File: src/rtl/vu_pkg.sv
// Shared types and threshold helpers for the stereo LED level meter.
package vu_pkg;

  typedef enum logic [1:0] {
    VU_BAR  = 2'd0,
    VU_DOT  = 2'd1,
    VU_PEAK = 2'd2,
    VU_VOL  = 2'd3
  } vu_mode_e;

  localparam logic [12:0] VOL_FLOOR = 13'd64;

  // Segment k of n lights at 2^(15-n+k): one doubling (6 dB) per segment.
  function automatic logic [14:0] seg_thr(input int k, input int n);
    return 15'(32'd1 << (15 - n + k));
  endfunction

  function automatic logic [12:0] vol_thr(input int k, input int n);
    return 13'((k * 8192) / n);
  endfunction

endpackage

File: src/rtl/vu_level_tracker.sv
// Stereo peak magnitude with instant attack and sample-timed proportional decay.
module vu_level_tracker #(
  parameter int DECAY_SAMPLES = 1024
) (
  input  logic        clk,
  input  logic        rst_n,
  input  logic        valid,
  input  logic [15:0] lft_in,
  input  logic [15:0] rht_in,
  output logic [14:0] lvl,
  output logic [14:0] lvl_next
);

  localparam int DCW = (DECAY_SAMPLES > 1) ? $clog2(DECAY_SAMPLES) : 1;
  localparam logic [DCW-1:0] DECAY_LAST = DCW'(DECAY_SAMPLES - 1);

  logic [DCW-1:0] decay_cnt_reg, decay_cnt_next;
  logic [14:0]    lvl_reg, lft_mag, rht_mag, mag, decay_step;
  logic           tick;

  // -32768 has no positive twin, so it clips to full scale.
  function automatic logic [14:0] sat_abs(input logic [15:0] x);
    return x[15] ? ((x == 16'h8000) ? 15'h7fff : (~x[14:0] + 15'd1)) : x[14:0];
  endfunction

  always_comb begin
    lft_mag        = sat_abs(lft_in);
    rht_mag        = sat_abs(rht_in);
    mag            = (lft_mag > rht_mag) ? lft_mag : rht_mag;
    tick           = (decay_cnt_reg == DECAY_LAST);
    decay_cnt_next = tick ? '0 : decay_cnt_reg + 1'b1;
    decay_step     = (lvl_reg[14:3] == '0) ? 15'd1 : {3'b000, lvl_reg[14:3]};
    lvl_next       = lvl_reg;
    if (valid) begin
      if (mag > lvl_reg)
        lvl_next = mag;
      else if (tick)
        lvl_next = (lvl_reg == '0) ? '0 : lvl_reg - decay_step;
    end
  end

  always_ff @(posedge clk) begin
    if (!rst_n) begin
      decay_cnt_reg <= '0;
      lvl_reg       <= '0;
    end else if (valid) begin
      decay_cnt_reg <= decay_cnt_next;
      lvl_reg       <= lvl_next;
    end
  end

  assign lvl = lvl_reg;

endmodule

File: src/rtl/vu_meter_led.sv
// Stereo VU meter LED driver: log bar, dot, bar with peak-hold, and volume-pot bar.
module vu_meter_led
  import vu_pkg::*;
#(
  parameter int NUM_LEDS      = 8,
  parameter int DECAY_SAMPLES = 1024,
  parameter int HOLD_SAMPLES  = 24000
) (
  input  logic                clk,
  input  logic                rst_n,
  input  logic                valid,
  input  logic [15:0]         lft_in,
  input  logic [15:0]         rht_in,
  input  logic [12:0]         vol_in,
  input  logic [1:0]          mode,
  output logic [NUM_LEDS-1:0] LED
);

  localparam int HCW = (HOLD_SAMPLES > 1) ? $clog2(HOLD_SAMPLES) : 1;
  localparam logic [HCW-1:0] HOLD_LAST = HCW'(HOLD_SAMPLES - 1);

  logic [14:0]         lvl, lvl_next;
  logic [NUM_LEDS-1:0] seg_on, seg_on_next, vol_on;
  logic [NUM_LEDS-1:0] bar_mask, dot_mask, peak_mask, vol_mask;
  logic [NUM_LEDS-1:0] led_reg, led_next;
  logic [3:0]          bar_cnt, bar_cnt_next, vcnt, peak_idx_reg;
  logic [HCW-1:0]      hold_cnt_reg;

  vu_level_tracker #(.DECAY_SAMPLES(DECAY_SAMPLES)) u_trk (
    .clk      (clk),
    .rst_n    (rst_n),
    .valid    (valid),
    .lft_in   (lft_in),
    .rht_in   (rht_in),
    .lvl      (lvl),
    .lvl_next (lvl_next)
  );

  function automatic logic [3:0] count_ones(input logic [NUM_LEDS-1:0] v);
    logic [3:0] c;
    c = '0;
    for (int i = 0; i < NUM_LEDS; i++)
      c = c + {3'b000, v[i]};
    return c;
  endfunction

  // Per-segment compares; the peak logic uses the level about to be registered.
  for (genvar gi = 0; gi < NUM_LEDS; gi++) begin : g_seg
    assign seg_on[gi]      = (lvl >= seg_thr(gi, NUM_LEDS));
    assign seg_on_next[gi] = (lvl_next >= seg_thr(gi, NUM_LEDS));
    if (gi == 0) begin : g_v0
      assign vol_on[gi] = (vol_in >= VOL_FLOOR);
    end else begin : g_vk
      assign vol_on[gi] = (vol_in >= VOL_FLOOR) && (vol_in > vol_thr(gi, NUM_LEDS));
    end
    assign bar_mask[gi]  = (4'(gi) < bar_cnt);
    assign dot_mask[gi]  = (4'(gi + 1) == bar_cnt);
    assign peak_mask[gi] = (4'(gi + 1) == peak_idx_reg);
    assign vol_mask[gi]  = (4'(gi) < vcnt);
  end

  assign bar_cnt      = count_ones(seg_on);
  assign bar_cnt_next = count_ones(seg_on_next);
  assign vcnt         = count_ones(vol_on);

  always_comb begin
    led_next = '0;
    case (vu_mode_e'(mode))
      VU_BAR:  led_next = bar_mask;
      VU_DOT:  led_next = dot_mask;
      VU_PEAK: led_next = bar_mask | peak_mask;
      VU_VOL:  led_next = vol_mask;
      default: led_next = '0;
    endcase
  end

  always_ff @(posedge clk) begin
    if (!rst_n) begin
      peak_idx_reg <= '0;
      hold_cnt_reg <= '0;
      led_reg      <= '0;
    end else begin
      led_reg <= led_next;
      if (valid) begin
        if (bar_cnt_next >= peak_idx_reg || hold_cnt_reg == HOLD_LAST) begin
          peak_idx_reg <= bar_cnt_next;
          hold_cnt_reg <= '0;
        end else begin
          hold_cnt_reg <= hold_cnt_reg + 1'b1;
        end
      end
    end
  end

  assign LED = led_reg;

endmodule
File: config.mk
export PLATFORM = sky130hd
export DESIGN_NAME = vu_meter_led
export DESIGN_NICKNAME = d
export VERILOG_FILES = /design/src/rtl/vu_pkg.sv /design/src/rtl/vu_level_tracker.sv /design/src/rtl/vu_meter_led.sv
export SDC_FILE = /design/constraint.sdc
export NUM_CORES = 1
export LEC_CHECK = 0
export CAP_MARGIN = 20
export CORE_ASPECT_RATIO = 0.7
export CORE_UTILIZATION = 40
export DETAILED_ROUTE_END_ITERATION = 12
export DONT_BUFFER_PORTS = 1
export MAX_ROUTING_LAYER = met4
export PLACE_DENSITY = 0.55
export SETUP_SLACK_MARGIN = 0.1
export SYNTH_ARGS = -nofsm -noshare
export SYNTH_HDL_FRONTEND = slang
export SYNTH_SLANG_ARGS = --single-unit
File: constraint.sdc
create_clock -name clk -period 10.19 [get_ports clk]
set_input_delay 1.019 -clock clk [delete_from_list [all_inputs] [get_ports clk]]
set_output_delay 1.019 -clock clk [all_outputs]
set_load 0.02 [all_outputs]
==> results.cfg, run 1 <==
[sta]
post-route-min-period_ns = 9.87
post-route-period-util_pct = 96.8
fmax_mhz = 101
setup_viol = 0
drv_slew = 0
timing.slew.headroom_pct = 40.1
fin_hold_ws_ns = 0.498
hold_viol = 0
finalClockSkew_ns = 0.00817
tightest_slew_ns = 0.898
rsz0062_at_grt = false

[logic_synthesis]
avgSynthCellArea_um2 = 7.37
synth-seq-cells = 52
async_flop_share_pct = 0
synth_top_area_cell = dfxtp_1
synth_edf_count = 0
yosysMostFrequentCell = nor2_1
ys_types = 74
syn_nets = 921
yosysSeqAreaShare_pct = 17.7
synthFlopType = dfxtp_1
yosysWarnings = 0
synth_top_area_share_pct = 17.7
synth_commonest_cells = 93 x nor2_1, 73 x nand2_1, 67 x inv_1, 61 x ha_1, 59 x a21oi_1
netlist_area_um2 = 5880
syn_inst = 798
synth_area_leaders = dfxtp_1 18%, ha_1 13%, nor2_1 5.9%, a21oi_1 5.0%, nand2_1 4.7%

[cts]
cts.sinks = 52
clockBufferDepth = 2
cts_buffers = 5
clk_pin_slew_ns = 0.07
cts-root-buf = clkbuf_16
insertion_delay_ns = 0.30
cts_tree = yes
cts-hold-fix-buffers = 0
cts_max_level = 2

[critical_path]
cp-start-kind = input pin
cp_max_fo = 7
cp_slowest_cell = fa_1
worst_path_largest_cell_delay_ns = 0.57
cpMostUsedCell = fa_1
critPathKind = in -> reg
crit_required_ns = 10.34
critPathCaptureType = flop
arrival_ns = 10.02

[detailed_routing]
first_pass_iters = 5
drtIter0Drc = 512
num_vias = 6010
vias_per_cell = 5.95
ant_nets = 0
wl_per_cell_um = 17.4
wirelength_mm = 17.5
drc = 0

[layout]
n_antenna_cell = 0
area_delta_synth_final_pct = 12.4
drive_above_1_share_pct = 10.2
fin_nets = 942
nFillCells = 1422
final_util_pct = 46.8

[floorplanning]
rows = 36
start_util_pct = 41.6
die_x_um = 147
io_pins = 58
die_h_um = 103
dieArea_um2 = 15200
coreArea_um2 = 14100

[placement]
port_buffers = 0
place.gp.congestion = 1.02
dp_hpwl_mm = 14.0

[global_routing]
grt_pass1_wl_mm = 27.6
grt_pass1_vias = 5341
grt_overflow_total = 0
grt_max_degree = 29
antenna_found_initial = 0
grt_util_all_layers_pct = 23.6

[run_status]
status = finished clean

[pwr]
powerDensity_nw_per_um2 = 365
peakVddDrop_mv = 0.228
p_leak_nw = 2.67

[flow_run]
cap_violations = 0

[hold_path]
min_path_type = reg -> reg
==> kinds of logic after synthesis <==
kind of cell | after synthesis | share of synthesized area (%)
mux | 14 | 2.45
simple gates | 330 | 28.2
buf+inv | 91 | 5.83
xor+xnor | 34 | 5.06
compound gates | 204 | 23.8
flops | 52 | 17.7
fa+ha+maj | 73 | 17.1
==> through the flow <==
step                      total power [mW]  instance area [µm²]  setup TNS [ns]  setup slack (ns)  instances
final                                 2.41                 6610               0             0.323       1010
after global routing                  2.63                 6610               0            0.0226       1010
after CTS                             2.28                 6390               0             0.101        996
after detailed placement              2.09                 6240           -5.54            -0.365        988
after global placement                2.03                 6240          -0.370           -0.0282        988
after floorplan                       1.67                 5930               0             0.107        798
==> per-layer routing <==
metal	wire [µm]	share of wire [%]	track usage (%)	vias up
met4	95	0.54	2.93	0
li1	-	-	-	2959
met1	9080	52	35.5	2843
met5	0	0	-	-
met3	1470	8.4	4.69	10
met2	6890	39	32.6	198
==> where the power goes <==
group | switching, mW | total, mW | leakage [nW] | internal (mW)
sequential | 0.0436 | 0.283 | 0.424 | 0.239
clock | 0.0830 | 0.175 | 0.0742 | 0.0922
combinational | 1.13 | 1.96 | 2.17 | 0.830
==> placed cells by master (no fill, tap or decap), types with 9 or more instances in the layout <==
cell / instances
nor2b_1: 9
o211ai_1: 10
dfxtp_1: 52
nor3_1: 21
buf_4: 36
fa_1: 12
and2_1: 9
a211oi_1: 9
a31oi_1: 11
nand4_1: 21
ha_1: 59
nand3_1: 33
nor2_1: 92
nand2_1: 70
a21o_1: 14
nor4_1: 10
o21ai_0: 27
or3_1: 15
xor2_1: 19
a21oi_1: 58
xnor2_1: 15
inv_1: 67
==> critical path, delay by kind of cell <==
family	cells	cell delay, ns
AOI/OAI and AO/OA	7	1.42
adders and majority gates	8	3.08
buffers and inverters	2	0.17
muxes	3	0.82
and+or+nand+nor	13	3.50
==> final timing paths <==
path                                         endpoint                                start  slack (ns)  depth (start not counted)
hold / removal    u_trk.decay_cnt_reg[8]$_SDFFE_PN0P_  u_trk.decay_cnt_reg[8]$_SDFFE_PN0P_        0.50                          2
setup / recovery         peak_idx_reg[3]$_SDFFE_PN0P_                            rht_in[7]        0.32                         33
hold reg to reg   u_trk.decay_cnt_reg[8]$_SDFFE_PN0P_  u_trk.decay_cnt_reg[8]$_SDFFE_PN0P_        0.50                          2
setup reg to reg         peak_idx_reg[3]$_SDFFE_PN0P_           u_trk.lvl[14]$_SDFFE_PN0P_        2.09                         28
==> area by class of cell <==
cell class | instances | area (µm²) | area share (%)
Tap cell | 190 | 238 | 3.60
Timing Repair Buffer | 37 | 285 | 4.31
Inverter | 68 | 255 | 3.86
Clock buffer | 5 | 125 | 1.89
Sequential cell | 52 | 1040 | 15.7
Multi-Input combinational cell | 655 | 4650 | 70.3
Clock inverter | 3 | 22.5 | 0.341
==> repair_timing <==
action                                  CTS  global route
resized for setup                         2            23
endpoints found under the setup margin   15            19
setup buffers                             0            14
pin swaps                                 1            17
cloned                                    0             0
Note: power is estimated with default switching activity, not from simulation.
==> inputs of run 2 (changes only) <==
Settings changed: HOLD_SLACK_MARGIN set to 0.12, SYNTH_HIERARCHICAL set to 1.
Clock period 10.19 ns to 7.9 ns, I/O delays scaled along.
==> results.cfg, run 2 <==
[critical_path]
arrival_ns = 9.14
worstRegToRegCells = 33
regToRegSetupSlack_ns = 0.31
crit_path_start = rht_in[10]
reg2reg_from = u_trk/lvl[11]$_SDFFE_PN0P_
critPathKind = in -> reg
cp_slowest_cell = fa_1
critPathCaptureType = flop
cp-start-kind = input pin
cp_max_fo = 5
endpoint = hold_cnt_reg[4]$_SDFFE_PN0P_
cpMostUsedCell = ha_4
worst_path_largest_cell_delay_ns = 0.51
crit_required_ns = 8.10
timing.rr.end = hold_cnt_reg[4]$_SDFFE_PN0P_

[global_routing]
grt_overflow_total = 0
grt_util_all_layers_pct = 25.0
met2_usage_pct = 35.1
grt_pass1_vias = 6191
grtUsageMet1_pct = 36.7
grt_max_degree = 32
grt-busiest-layer = met1
antenna_found_initial = 0
met3_usage_pct = 5.33
grt_pass1_wl_mm = 30.3

[floorplanning]
start_util_pct = 40.9
rows = 37
coreArea_um2 = 14700
dieArea_um2 = 15600
die_h_um = 105
die_x_um = 149
io_pins = 58

[pwr]
p_sw_share_pct = 49.6
p_leak_nw = 3.29
clkPwrFrac_pct = 5.5
intPower_mw = 2.15
power_switching_mw = 2.12
powerDensity_nw_per_um2 = 535
peakVddDrop_mv = 0.447
comb_power_share_pct = 85.7
power_frac_seq_pct = 8.7

[placement]
port_buffers = 0
placed_area_um2 = 7120
place.gp.congestion = 0.911
dp_hpwl_mm = 14.5

[hold_path]
hold_depth = 2
min_path_type = reg -> reg
holdCritStartpoint = u_trk/decay_cnt_reg[8]$_SDFFE_PN0P_

[cts]
clk_pin_slew_ns = 0.07
insertion_delay_ns = 0.30
cts_buffers = 5
cts.sinks = 52
cts-root-buf = clkbuf_16
cts_tree = yes
clockBufferDepth = 2
cts_max_level = 2

[logic_synthesis]
yosysWarnings = 6
syn_inst = 800
avgSynthCellArea_um2 = 7.53
syn_nets = 922
netlist_area_um2 = 6030

[flow_run]
cap_violations = 0

[run_status]
status = complete, but fails checks
violations = negative setup slack

[layout]
mostFrequentLayoutCell = buf_4
nFillCells = 1371
stdcell_area_um2 = 7970
drive_above_1_share_pct = 28.3
area_delta_synth_final_pct = 32.2
fin_nets = 1051
n_antenna_cell = 0
mostFrequentLayoutCells = 133 x buf_4, 74 x nor2_1, 68 x inv_1, 53 x nand2_1, 52 x dfxtp_1

[detailed_routing]
wirelength_mm = 18.7
first_pass_iters = 5
drc = 0
num_vias = 6346
ant_nets = 0
vias_per_cell = 5.64
drtIter0Drc = 439
wl_per_cell_um = 16.6

[sta]
drv_slew = 0
hold_viol = 0
finalClockSkew_ns = 0.00960
post-route-min-period_ns = 8.95
fmax_mhz = 112
post-route-period-util_pct = 113
rsz0062_at_grt = true
tightest_slew_ns = 0.736
setup_viol = 19
timing.slew.headroom_pct = 50.5
finalWorstSetupSlack_ns = -1.05
fin_hold_ws_ns = 0.485
run 2: changes by cell type in the layout (fill, tap and decap cells not counted), moves of 11 or more:
cell	change
nor2_1	-18
ha_1	-11
buf_4	+97
xnor2_1	+13
o21ai_1	+15
nand2_1	-17
run 2: final cells by class:
class / instances / area, µm² / area share [%]
multi-input combinational: 653 / 5130 / 64.5
timing repair buffer: 142 / 1110 / 13.9
sequential: 52 / 1040 / 13.1
inverter: 75 / 282 / 3.53
tap: 195 / 244 / 3.06
clock buffer: 5 / 125 / 1.57
clock inverter: 3 / 27.5 / 0.346
run 2: metal layers:
metal	wire length, µm	up-vias
li1	-	3155
met1	9440	2966
met2	7720	203
met3	1370	22
met4	125	0
met5	0	-
run 2: critical path, delay by kind of cell:
family          cells  cell delay [ns]
buf+inv             8             0.85
fa+ha+maj           8             2.50
xor+xnor            1             0.18
simple gates       16             3.24
compound gates      9             1.29
mux                 1             0.29
run 2: worst min-delay path by stage:
stage                                                      to  slack (ns)
after floorplan                     u_trk/lvl[0]$_SDFFE_PN0P_        0.46
after global placement    u_trk/decay_cnt_reg[8]$_SDFFE_PN0P_        0.47
after detailed placement  u_trk/decay_cnt_reg[8]$_SDFFE_PN0P_        0.47
after CTS                 u_trk/decay_cnt_reg[8]$_SDFFE_PN0P_        0.48
after global routing                u_trk/lvl[0]$_SDFFE_PN0P_        0.53
final                     u_trk/decay_cnt_reg[8]$_SDFFE_PN0P_        0.49
run 2: stage by stage:
step           util [%]  setup TNS (ns)  total power, mW  setup WS [ns]  std cells
3_5_place_dp       48.4          -29.57             3.11          -1.59       1082
2_1_floorplan         -          -19.25             2.42          -1.15        800
6_report           54.1          -18.87             4.27          -1.05       1125
5_1_grt            54.1          -25.73             4.60          -1.39       1125
4_1_cts            51.7          -16.19             3.81         -0.926       1114
3_3_place_gp       48.4          -24.75             2.98          -1.33       1082
run 2: timing repair:
| item | in CTS | in global routing |
|---|---|---|
| buffers inserted | 23 | 11 |
| gates resized for setup | 34 | 48 |
| pin swaps | 33 | 35 |
| setup endpoints to repair | 19 | 19 |
| cloned | 1 | 0 |
| hold buffers | 0 | 0 |
| endpoints found under the hold margin | 0 | 0 |
run 2: power by group through the flow:
stage | clock [mW] | combinational, mW | sequential [mW]
global placement | 0 | 2.60 | 0.378
CTS | 0.239 | 3.20 | 0.373
global route | 0.252 | 3.97 | 0.378
detailed placement | 0 | 2.73 | 0.379
floorplan | 0 | 2.05 | 0.364
finish | 0.235 | 3.66 | 0.373
